### src/rtl/cp0_exc_unit_if.sv
// cp0_exc_unit_if: pipeline-side bus of the CP0 exception unit.
// master (pipeline/bench) drives MEM-stage info, interrupt pins and MTC0/MFC0 access;
// slave (cp0_exc_unit) returns read data, the exception decision and Status/Cause/EPC.
interface cp0_exc_unit_if;
  logic [5:0]  ext_int;
  logic        mem_valid;
  logic [31:0] mem_pc;
  logic        mem_inslot;
  logic [9:0]  mem_excreq;
  logic [31:0] mem_addr;
  logic        cp0_wen;
  logic [4:0]  cp0_addr;
  logic [31:0] cp0_wdata;
  logic [31:0] cp0_rdata;
  logic        exc_flag;
  logic [4:0]  exc_type;
  logic [31:0] cp0_Status;
  logic [31:0] cp0_Cause;
  logic [31:0] cp0_EPC;
  modport master(
    output ext_int, mem_valid, mem_pc, mem_inslot, mem_excreq, mem_addr, cp0_wen, cp0_addr, cp0_wdata,
    input  cp0_rdata, exc_flag, exc_type, cp0_Status, cp0_Cause, cp0_EPC
  );
  modport slave(
    input  ext_int, mem_valid, mem_pc, mem_inslot, mem_excreq, mem_addr, cp0_wen, cp0_addr, cp0_wdata,
    output cp0_rdata, exc_flag, exc_type, cp0_Status, cp0_Cause, cp0_EPC
  );
endinterface

### src/rtl/cp0_exc_unit.sv
// cp0_exc_unit: CP0 register file with exception prioritisation, commit and Count/Compare timer.
// Ports: clk, resetn (async active-low), bus (cp0_exc_unit_if.slave): MEM-stage requests,
// interrupt pins and MTC0 in; exc_flag/exc_type, MFC0 data and Status/Cause/EPC out.
module cp0_exc_unit #(
  parameter logic [31:0] PRID      = 32'h0001_8000,
  parameter int          TIMER_DIV = 2
) (
  input logic           clk,
  input logic           resetn,
  cp0_exc_unit_if.slave bus
);
  localparam int TW = TIMER_DIV > 1 ? $clog2(TIMER_DIV) : 1;
  logic          bev, exl, ie, bd, ti, iv;
  logic [7:0]    im, ip;
  logic [4:0]    exccode;
  logic [31:0]   epc, badvaddr, count, compare, count_nxt, status, cause;
  logic [TW-1:0] tick;
  logic [5:0]    sync;
  logic [9:0]    req;
  logic          int_req, eret, wr, wr_cnt, wr_cmp, tick_wrap, count_upd;
  assign req       = bus.mem_valid ? bus.mem_excreq : '0;
  assign int_req   = ie & ~exl & |(ip & im) & bus.mem_valid;
  assign bus.exc_flag = int_req | |req;
  // ERET is lowest priority, so it only commits when it is the sole request
  assign eret      = ~int_req & (req == 10'h200);
  assign wr        = bus.cp0_wen & ~bus.exc_flag;
  assign wr_cnt    = wr & (bus.cp0_addr == 5'd9);
  assign wr_cmp    = wr & (bus.cp0_addr == 5'd11);
  assign tick_wrap = tick == TW'(TIMER_DIV - 1);
  assign count_upd = tick_wrap | wr_cnt;
  assign count_nxt = wr_cnt ? bus.cp0_wdata : count + 32'(tick_wrap);
  assign status    = {9'b0, bev, 6'b0, im, 6'b0, exl, ie};
  assign cause     = {bd, ti, 6'b0, iv, 7'b0, ip, 1'b0, exccode, 2'b0};
  assign bus.cp0_Status = status;
  assign bus.cp0_Cause  = cause;
  assign bus.cp0_EPC    = epc;
  assign bus.exc_type =
    (!bus.exc_flag || int_req) ? 5'h00 :
    req[0] ? 5'h04 : req[1] ? 5'h0A : req[2] ? 5'h0B : req[3] ? 5'h0C : req[4] ? 5'h0D :
    req[5] ? 5'h08 : req[6] ? 5'h09 : req[7] ? 5'h04 : req[8] ? 5'h05 : 5'h1F;
  assign bus.cp0_rdata =
    bus.cp0_addr == 5'd8  ? badvaddr :
    bus.cp0_addr == 5'd9  ? count    :
    bus.cp0_addr == 5'd11 ? compare  :
    bus.cp0_addr == 5'd12 ? status   :
    bus.cp0_addr == 5'd13 ? cause    :
    bus.cp0_addr == 5'd14 ? epc      :
    bus.cp0_addr == 5'd15 ? PRID     : '0;
  always_ff @(posedge clk or negedge resetn) begin
    if (!resetn) begin
      {bev, im, exl, ie} <= {1'b1, 8'h00, 1'b0, 1'b0};
      {bd, ti, iv, ip, exccode} <= '0;
      epc      <= '0;
      badvaddr <= '0;
      count    <= '0;
      compare  <= '0;
      tick     <= '0;
      sync     <= '0;
    end else begin
      // sync is the first synchroniser stage; IP[7:2] itself is the second
      sync    <= bus.ext_int;
      ip[7:2] <= {sync[5] | ti, sync[4:0]};
      tick    <= (tick_wrap | wr_cnt) ? '0 : tick + 1'b1;
      count   <= count_nxt;
      ti      <= wr_cmp ? 1'b0 : ti | (count_upd & (count_nxt == compare));
      if (wr_cmp) compare <= bus.cp0_wdata;
      if (wr && bus.cp0_addr == 5'd12) {bev, im, exl, ie} <= {bus.cp0_wdata[22], bus.cp0_wdata[15:8], bus.cp0_wdata[1:0]};
      if (wr && bus.cp0_addr == 5'd13) {iv, ip[1:0]} <= {bus.cp0_wdata[23], bus.cp0_wdata[9:8]};
      if (wr && bus.cp0_addr == 5'd14) epc <= bus.cp0_wdata;
      if (bus.exc_flag) begin
        if (eret) exl <= 1'b0;
        else begin
          // nested exceptions keep the original return point
          if (!exl) begin
            epc <= bus.mem_inslot ? bus.mem_pc - 32'd4 : bus.mem_pc;
            bd  <= bus.mem_inslot;
          end
          exl     <= 1'b1;
          exccode <= bus.exc_type;
          if (!int_req && req[0]) badvaddr <= bus.mem_pc;
          else if (!int_req && req[6:0] == '0 && |req[8:7]) badvaddr <= bus.mem_addr;
        end
      end
    end
  end
endmodule
### src/flat_wrapper.sv
// flat-port wrapper written by rule: the top's interface ports become plain ports
module cp0_exc_unit_flat 
#(
  parameter logic [31:0] PRID      = 32'h0001_8000,
  parameter int          TIMER_DIV = 2
)
  (clk, resetn, bus_ext_int, bus_mem_valid, bus_mem_pc, bus_mem_inslot, bus_mem_excreq, bus_mem_addr, bus_cp0_wen, bus_cp0_addr, bus_cp0_wdata, bus_cp0_rdata, bus_exc_flag, bus_exc_type, bus_cp0_Status, bus_cp0_Cause, bus_cp0_EPC);
  cp0_exc_unit_if bus_i ();
  input logic clk;
  input logic resetn;
  input wire logic [$bits(bus_i.ext_int)-1:0] bus_ext_int;
  input wire logic [$bits(bus_i.mem_valid)-1:0] bus_mem_valid;
  input wire logic [$bits(bus_i.mem_pc)-1:0] bus_mem_pc;
  input wire logic [$bits(bus_i.mem_inslot)-1:0] bus_mem_inslot;
  input wire logic [$bits(bus_i.mem_excreq)-1:0] bus_mem_excreq;
  input wire logic [$bits(bus_i.mem_addr)-1:0] bus_mem_addr;
  input wire logic [$bits(bus_i.cp0_wen)-1:0] bus_cp0_wen;
  input wire logic [$bits(bus_i.cp0_addr)-1:0] bus_cp0_addr;
  input wire logic [$bits(bus_i.cp0_wdata)-1:0] bus_cp0_wdata;
  output wire logic [$bits(bus_i.cp0_rdata)-1:0] bus_cp0_rdata;
  output wire logic [$bits(bus_i.exc_flag)-1:0] bus_exc_flag;
  output wire logic [$bits(bus_i.exc_type)-1:0] bus_exc_type;
  output wire logic [$bits(bus_i.cp0_Status)-1:0] bus_cp0_Status;
  output wire logic [$bits(bus_i.cp0_Cause)-1:0] bus_cp0_Cause;
  output wire logic [$bits(bus_i.cp0_EPC)-1:0] bus_cp0_EPC;
  assign bus_i.ext_int = bus_ext_int;
  assign bus_i.mem_valid = bus_mem_valid;
  assign bus_i.mem_pc = bus_mem_pc;
  assign bus_i.mem_inslot = bus_mem_inslot;
  assign bus_i.mem_excreq = bus_mem_excreq;
  assign bus_i.mem_addr = bus_mem_addr;
  assign bus_i.cp0_wen = bus_cp0_wen;
  assign bus_i.cp0_addr = bus_cp0_addr;
  assign bus_i.cp0_wdata = bus_cp0_wdata;
  assign bus_cp0_rdata = bus_i.cp0_rdata;
  assign bus_exc_flag = bus_i.exc_flag;
  assign bus_exc_type = bus_i.exc_type;
  assign bus_cp0_Status = bus_i.cp0_Status;
  assign bus_cp0_Cause = bus_i.cp0_Cause;
  assign bus_cp0_EPC = bus_i.cp0_EPC;
  cp0_exc_unit #(.PRID(PRID), .TIMER_DIV(TIMER_DIV)) u_core (.clk(clk), .resetn(resetn), .bus(bus_i));
endmodule
### config.mk
export PLATFORM = sky130hd
export DESIGN_NAME = cp0_exc_unit_flat
export DESIGN_NICKNAME = d
export VERILOG_FILES = /design/src/rtl/cp0_exc_unit_if.sv /design/src/rtl/cp0_exc_unit.sv /design/src/flat_wrapper.sv
export SDC_FILE = /design/constraint.sdc
export NUM_CORES = 1
export LEC_CHECK = 0
export ABC_AREA = 1
export ABC_CLOCK_PERIOD_IN_PS = 2100
export CAP_MARGIN = 20
export CORE_ASPECT_RATIO = 1.2
export CORE_UTILIZATION = 46
export CTS_CLUSTER_DIAMETER = 50
export DETAILED_ROUTE_END_ITERATION = 6
export PLACE_DENSITY = 0.89
export SLEW_MARGIN = 20
export SYNTH_ARGS = -nofsm -noshare
export SYNTH_HDL_FRONTEND = slang
export SYNTH_SLANG_ARGS = --single-unit
### constraint.sdc
create_clock -name clk -period 2.1 [get_ports clk]
set_clock_uncertainty 0.15 [all_clocks]
set_input_delay 0.315 -clock clk [delete_from_list [all_inputs] [get_ports clk]]
set_output_delay 0.315 -clock clk [all_outputs]
set_load 0.01 [all_outputs]
==> results of run 1 <==
timing repair:
item | 4_1_cts
hold buffers | 1
setup endpoints to repair | 152
gates cloned | 22
pin swaps | 88
resized for setup | 559
setup buffers | 70
endpoints found under the hold margin | 40
routing by layer:
metal | overflow | track usage
met5 | 0 | 0.141
met1 | 0 | 0.729
met2 | 33 | 0.915
met4 | 41 | 0.734
met3 | 1 | 0.537
metrics by stage:
step                      instances  hold slack (ns)  worst slack [ns]  instance area, µm²  TNS (ns)
after floorplan                1532           -0.131            -0.105               10600    -0.105
after CTS                      2310            0.161            -0.398               17300    -14.49
after global placement         2192            0.136            -0.878               14800   -105.62
after detailed placement       2192            0.134            -0.970               14800   -113.66
kinds of logic after synthesis:
logic type,after synthesis,synth area share
simple gates,776,0.314
buf+inv,268,0.117
compound gates,250,0.144
flops,162,0.390
xor+xnor,34,0.0286
fa+ha+maj,3,0.00361
mux,2,0.00217
other cells,1,0.000361
synth_stat cells, types with 8 or more instances:
| cell | instances | area (µm²) |
|---|---|---|
| o22ai_1 | 12 | 75.1 |
| dfrtp_1 | 161 | 4030 |
| inv_1 | 158 | 593 |
| nor2_1 | 175 | 657 |
| xor2_1 | 28 | 245 |
| a22oi_1 | 20 | 150 |
| o211ai_1 | 13 | 97.6 |
| nand2_2 | 10 | 62.6 |
| a21oi_1 | 34 | 170 |
| a41oi_1 | 8 | 70.1 |
| buf_4 | 45 | 338 |
| clkbuf_1 | 38 | 143 |
| nand2_1 | 427 | 1600 |
| a31oi_1 | 33 | 206 |
| nand3_1 | 117 | 586 |
| buf_2 | 11 | 55.1 |
| o21ai_0 | 105 | 526 |
==> run summary, run 1 <==
The final weighted congestion in routability-driven placement came out at 1.02. The pin category terminating the worst setup path after the last repair is a sequential cell input. Of all flip-flops after synthesis, the portion carrying an async set or reset was 1.00. CTS placed an instance of clkbuf_16 at the clock tree root. The number of enable-type register cells in the synthesized netlist is 0.

The longest clock path from root to sink contains 2 buffers. The initial standard-cell utilization of the core came out at 0.474. The number of standard cells after synthesis is about 1,500.

The number of H-tree levels came out at 4. The placed wire-length estimate came out at 35.2 mm. The area of the mapped netlist is around 0.010 mm². The flow did not finish.

In the global-route stage, repair_timing last flagged the worst endpoint as u_core.ti$_DFF_PN0_/D. The clock net sink count came out at between 150 and 200. The count of input and output buffers came out at 218. For this run, the register share of the synthesized area comes to 0.390. The tool reported: "[ERROR GRT-0232] Routing congestion too high. Check the congestion heatmap in the GUI".

The row count came out at just under 60. The Yosys warning count came out at 0. Entering global routing, the biggest net connects 45 pins. The number of buffers created by CTS came out at 17.

The count of cell types in the netlist is 52. The die span in y is roughly 170 µm. From left edge to right edge, the die measures roughly 140 µm.

The number of top-level pins came out at 256. The number of storage elements in the synthesis netlist came out at around 160. In this run the mean area of a mapped cell was between 6 and 7 µm². The flow stopped in global routing. The combined global-route utilization of all metal layers came out at 0.724. The final global-route overflow total came out at 75. For this run, the leading register cell type out of synthesis is dfrtp_1.
==> run 2: changes to the inputs <==
ABC_CLOCK_PERIOD_IN_PS = 2700   (was 2100)
CORE_ASPECT_RATIO = not set   (was 1.2)
CORE_UTILIZATION = 37   (was 46)
CTS_CLUSTER_DIAMETER = not set   (was 50)
PLACE_DENSITY = not set   (was 0.89)
PLACE_DENSITY_LB_ADDON = 0.15   (was not set)
clock period = 2.7 ns   (was 2.1 ns; I/O delays follow)
==> run 2 against run 1 <==
Synthesized cell count stayed put; the run now ends clean; synthesized area stayed put.
==> run summary, run 2 <==
The run finished with clean final reports. The library cells used most frequently in the layout, excluding fill and tap cells, are nand2_1, buf_4, clkdlybuf4s50_1. The placed wire-length estimate is around 36 mm.

The maximum number of pins on one net before global-route repair is 60. The number of antenna diodes in the final layout is 0. The most common cell in the synthesized netlist is nand2_1. The worst path required time is approximately 2.9 ns. The most numerous cell type found on the critical path is nand2_2. The maximum clock path buffer count is 2.

The critical path class is reg -> reg. The final weighted congestion in routability-driven placement is 0.986. The first-pass GRT wire length came out at about 67 mm. The die span in y came out at 170 µm. The critical path goes through ha_4 > ha_4 > nand2_2 > nor2_4 > nand2_2 > nor2_4 > buf_6 > nand2_4 > inv_2 > nand2_1 > nand2_1 > nand2_2 > o21ai_2 > nor2_1 > nor2_1 > nand3_1 > nor2_2 > nand3_2 > a21oi_2. The area added between synthesis and finish is 47.3%. The part of the cycle the worst path needs came out at 0.969. The share of synthesized area in the top cell type comes to 0.387. Setup repair after global routing could not meet its margin everywhere. During I/O placement, the number of pins put on the boundary was ~260. The count of input and output buffers came out at between 200 and 250. The highest ir drop seen on vdd is 423 µV. The core occupancy in the finished layout is 0.553.

The leakage power is ~0.0073 µW. STA classifies the critical path startpoint as a register. Synthesis produced 1,496 cells.

The count of cell types in the netlist is 52. The sum of routed wire length over all layers is between 40 and 50 mm. The worst-path maximum fanout is 3.

For the pin with the worst max-slew slack, the measured transition is 0.545 ns. By area the synthesized netlist is led by dfrtp_1, nand2_1, nor2_1, inv_1, nand3_1. In the final layout, the share of cells above drive strength 1 is 0.199. In this run, synthesis inferred 0 flip-flops with an integrated enable. The clock net sink count is around 160.

The number of setup violations in the final report is 0. The library cell used most frequently in the layout, excluding fill and tap cells, is nand2_1. The number of vias after detailed routing is ~12,000. For this run, the register share of the synthesized area comes to 0.390.

The clock edge transition at the registers on the reported setup and hold paths is ~0.070 ns. The least setup slack across all paths after layout is a little over 0.08 ns. The achievable clock frequency is between 0.3 and 0.4 GHz. Among all flip-flop cells after synthesis, the most frequent one is dfrtp_1. The combined global-route utilization of all metal layers is 0.314. STA classifies the critical path endpoint as a register. TritonCTS built the clock tree.

The routed length per instance is 19.5 µm. The worst setup slack after placement came out at -0.630 ns. The number of antenna violations at the first check in global routing is 0.

The mean number of vias per cell is approximately 5.0. The maximum single-stage delay on the critical path is 0.41 ns. The number of buffers created by CTS is 17. The core box area came out at between 0.02 and 0.03 mm². The worst slew slack as a fraction of its limit is 0.636.

The count of nets left with antenna violations once routing finished came out at 0. The area of the mapped netlist came out at around 0.010 mm². The biggest area contributor in the post-synthesis netlist is dfrtp_1.

Data arrives at the worst endpoint at roughly 2.8 ns. The slowest library cell on the worst path is dfrtp_1. The number of remaining DRC errors is 0. The number of hold violations in the final report is 0.

The post-synthesis area per instance came out at 6.95 µm². The final cell count without fillers came out at between 2,000 and 2,500. The clock latency reported for the late side of the worst-skew pair is 0.43 ns.

The Yosys warning count is 0. After synthesis the netlist holds a flip-flop and latch count of 162. The floorplan step set the die width to approximately 170 µm. The count of nets after finishing came out at around 2,000.

After the first detailed-routing iteration, the DRC count stood at roughly 1,100. Ranked by instance count, the synthesized netlist is headed by nand2_1, nor2_1, dfrtp_1. The final global-route overflow total came out at 0. The pre-antenna-repair detailed-routing pass consisted of 5 iterations. The cell family contributing the most delay on the critical path is simple AND/OR/NAND/NOR gates. The power density normalized to cell area is between 500 and 600 mW/mm². The path type of the worst min-delay path is reg -> reg. Row generation in the floorplan step produced 61 rows. The final critical-path required period is around 2.6 ns. The cell chosen for the clock root is clkbuf_16. The critical path contains buffers and inverters numbering 2 combined. The max-capacitance violation count came out at 0. The number of pins exceeding their max-slew limit in the final report came out at 0. The initial standard-cell utilization of the core came out at 0.375.

The number of placed instances with taps included came out at about 2,200. The post-synthesis async set-or-reset flop share came out at 1.00. The full die area came out at 0.0288 mm². The number of fill cells is about 2,800.

The clock tree synthesis step divided the H-tree into 4 levels. The via count of the first global-routing pass came to around 11,000.
## run 2: worst paths after layout
check | from | endpoint | slack (ns) | depth (start not counted)
setup / recovery | u_core.count[0] | u_core.ti | 0.08 | 19
hold / removal | u_core.sync[1] | u_core.ip[3] | 0.21 | 0
setup reg to reg | u_core.count[0] | u_core.ti | 0.08 | 19
hold reg to reg | u_core.sync[1] | u_core.ip[3] | 0.21 | 0
max in group asynchronous | resetn | u_core.bev | 1.31 | 3
min in group asynchronous | resetn | u_core.compare[27] | 0.33 | 2
## run 2: cell families after synthesis
group,synth area share
AO/OA/AOI/OAI,0.144
XOR/XNOR,0.0286
adder cells (fa/ha/maj),0.00361
buffers and inverters,0.117
flip-flops,0.390
multiplexers,0.00217
other,0.000361
AND/OR/NAND/NOR,0.314
## run 2: cell type report
class / count / area [µm²] / area share
multi-input cells: 1102 / 5610 / 0.366
flip-flops and latches: 162 / 4060 / 0.265
repair buffers: 442 / 3980 / 0.260
inverters: 168 / 634 / 0.0414
well taps: 378 / 473 / 0.0309
clock buffers: 19 / 453 / 0.0296
clock inverters: 13 / 114 / 0.00743
## run 2: what timing repair did
item / CTS / global route
endpoints found under the setup margin: 39 / 33
hold buffers: 1 / 0
pin swaps: 14 / 24
cloned: 1 / 0
resized for setup: 131 / 58
setup buffers: 13 / 3
endpoints found under the hold margin: 48 / 0
## run 2: routing by layer
metal / part of all wire / vias up / track usage
met3: 0.069 / 50 / 0.0452
met1: 0.45 / 5470 / 0.447
met2: 0.46 / 433 / 0.495
li1: - / 5581 / -
met5: 0 / - / 0
met4: 0.022 / 0 / 0.0873
## run 2: power by group
part	switching, µW	total [µW]	internal [µW]	leakage [µW]
registers	429	3220	2790	0.00188
clock network	1150	2410	1260	0.000280
logic	1190	2270	1080	0.00510
## run 2: stage by stage
step                TNS [ns]  hold WS, ns  instance area, µm²  total power (µW)
detailed placement    -32.49        0.190               14300              5450
floorplan                  0      -0.0406               10500              4030
CTS                  -0.0289        0.206               15200              7880
finish                     0        0.205               15300              7910
global placement      -30.21        0.185               14300              5440
global route         -0.0469        0.207               15300              8240
Power figures use the tool's default switching activity.
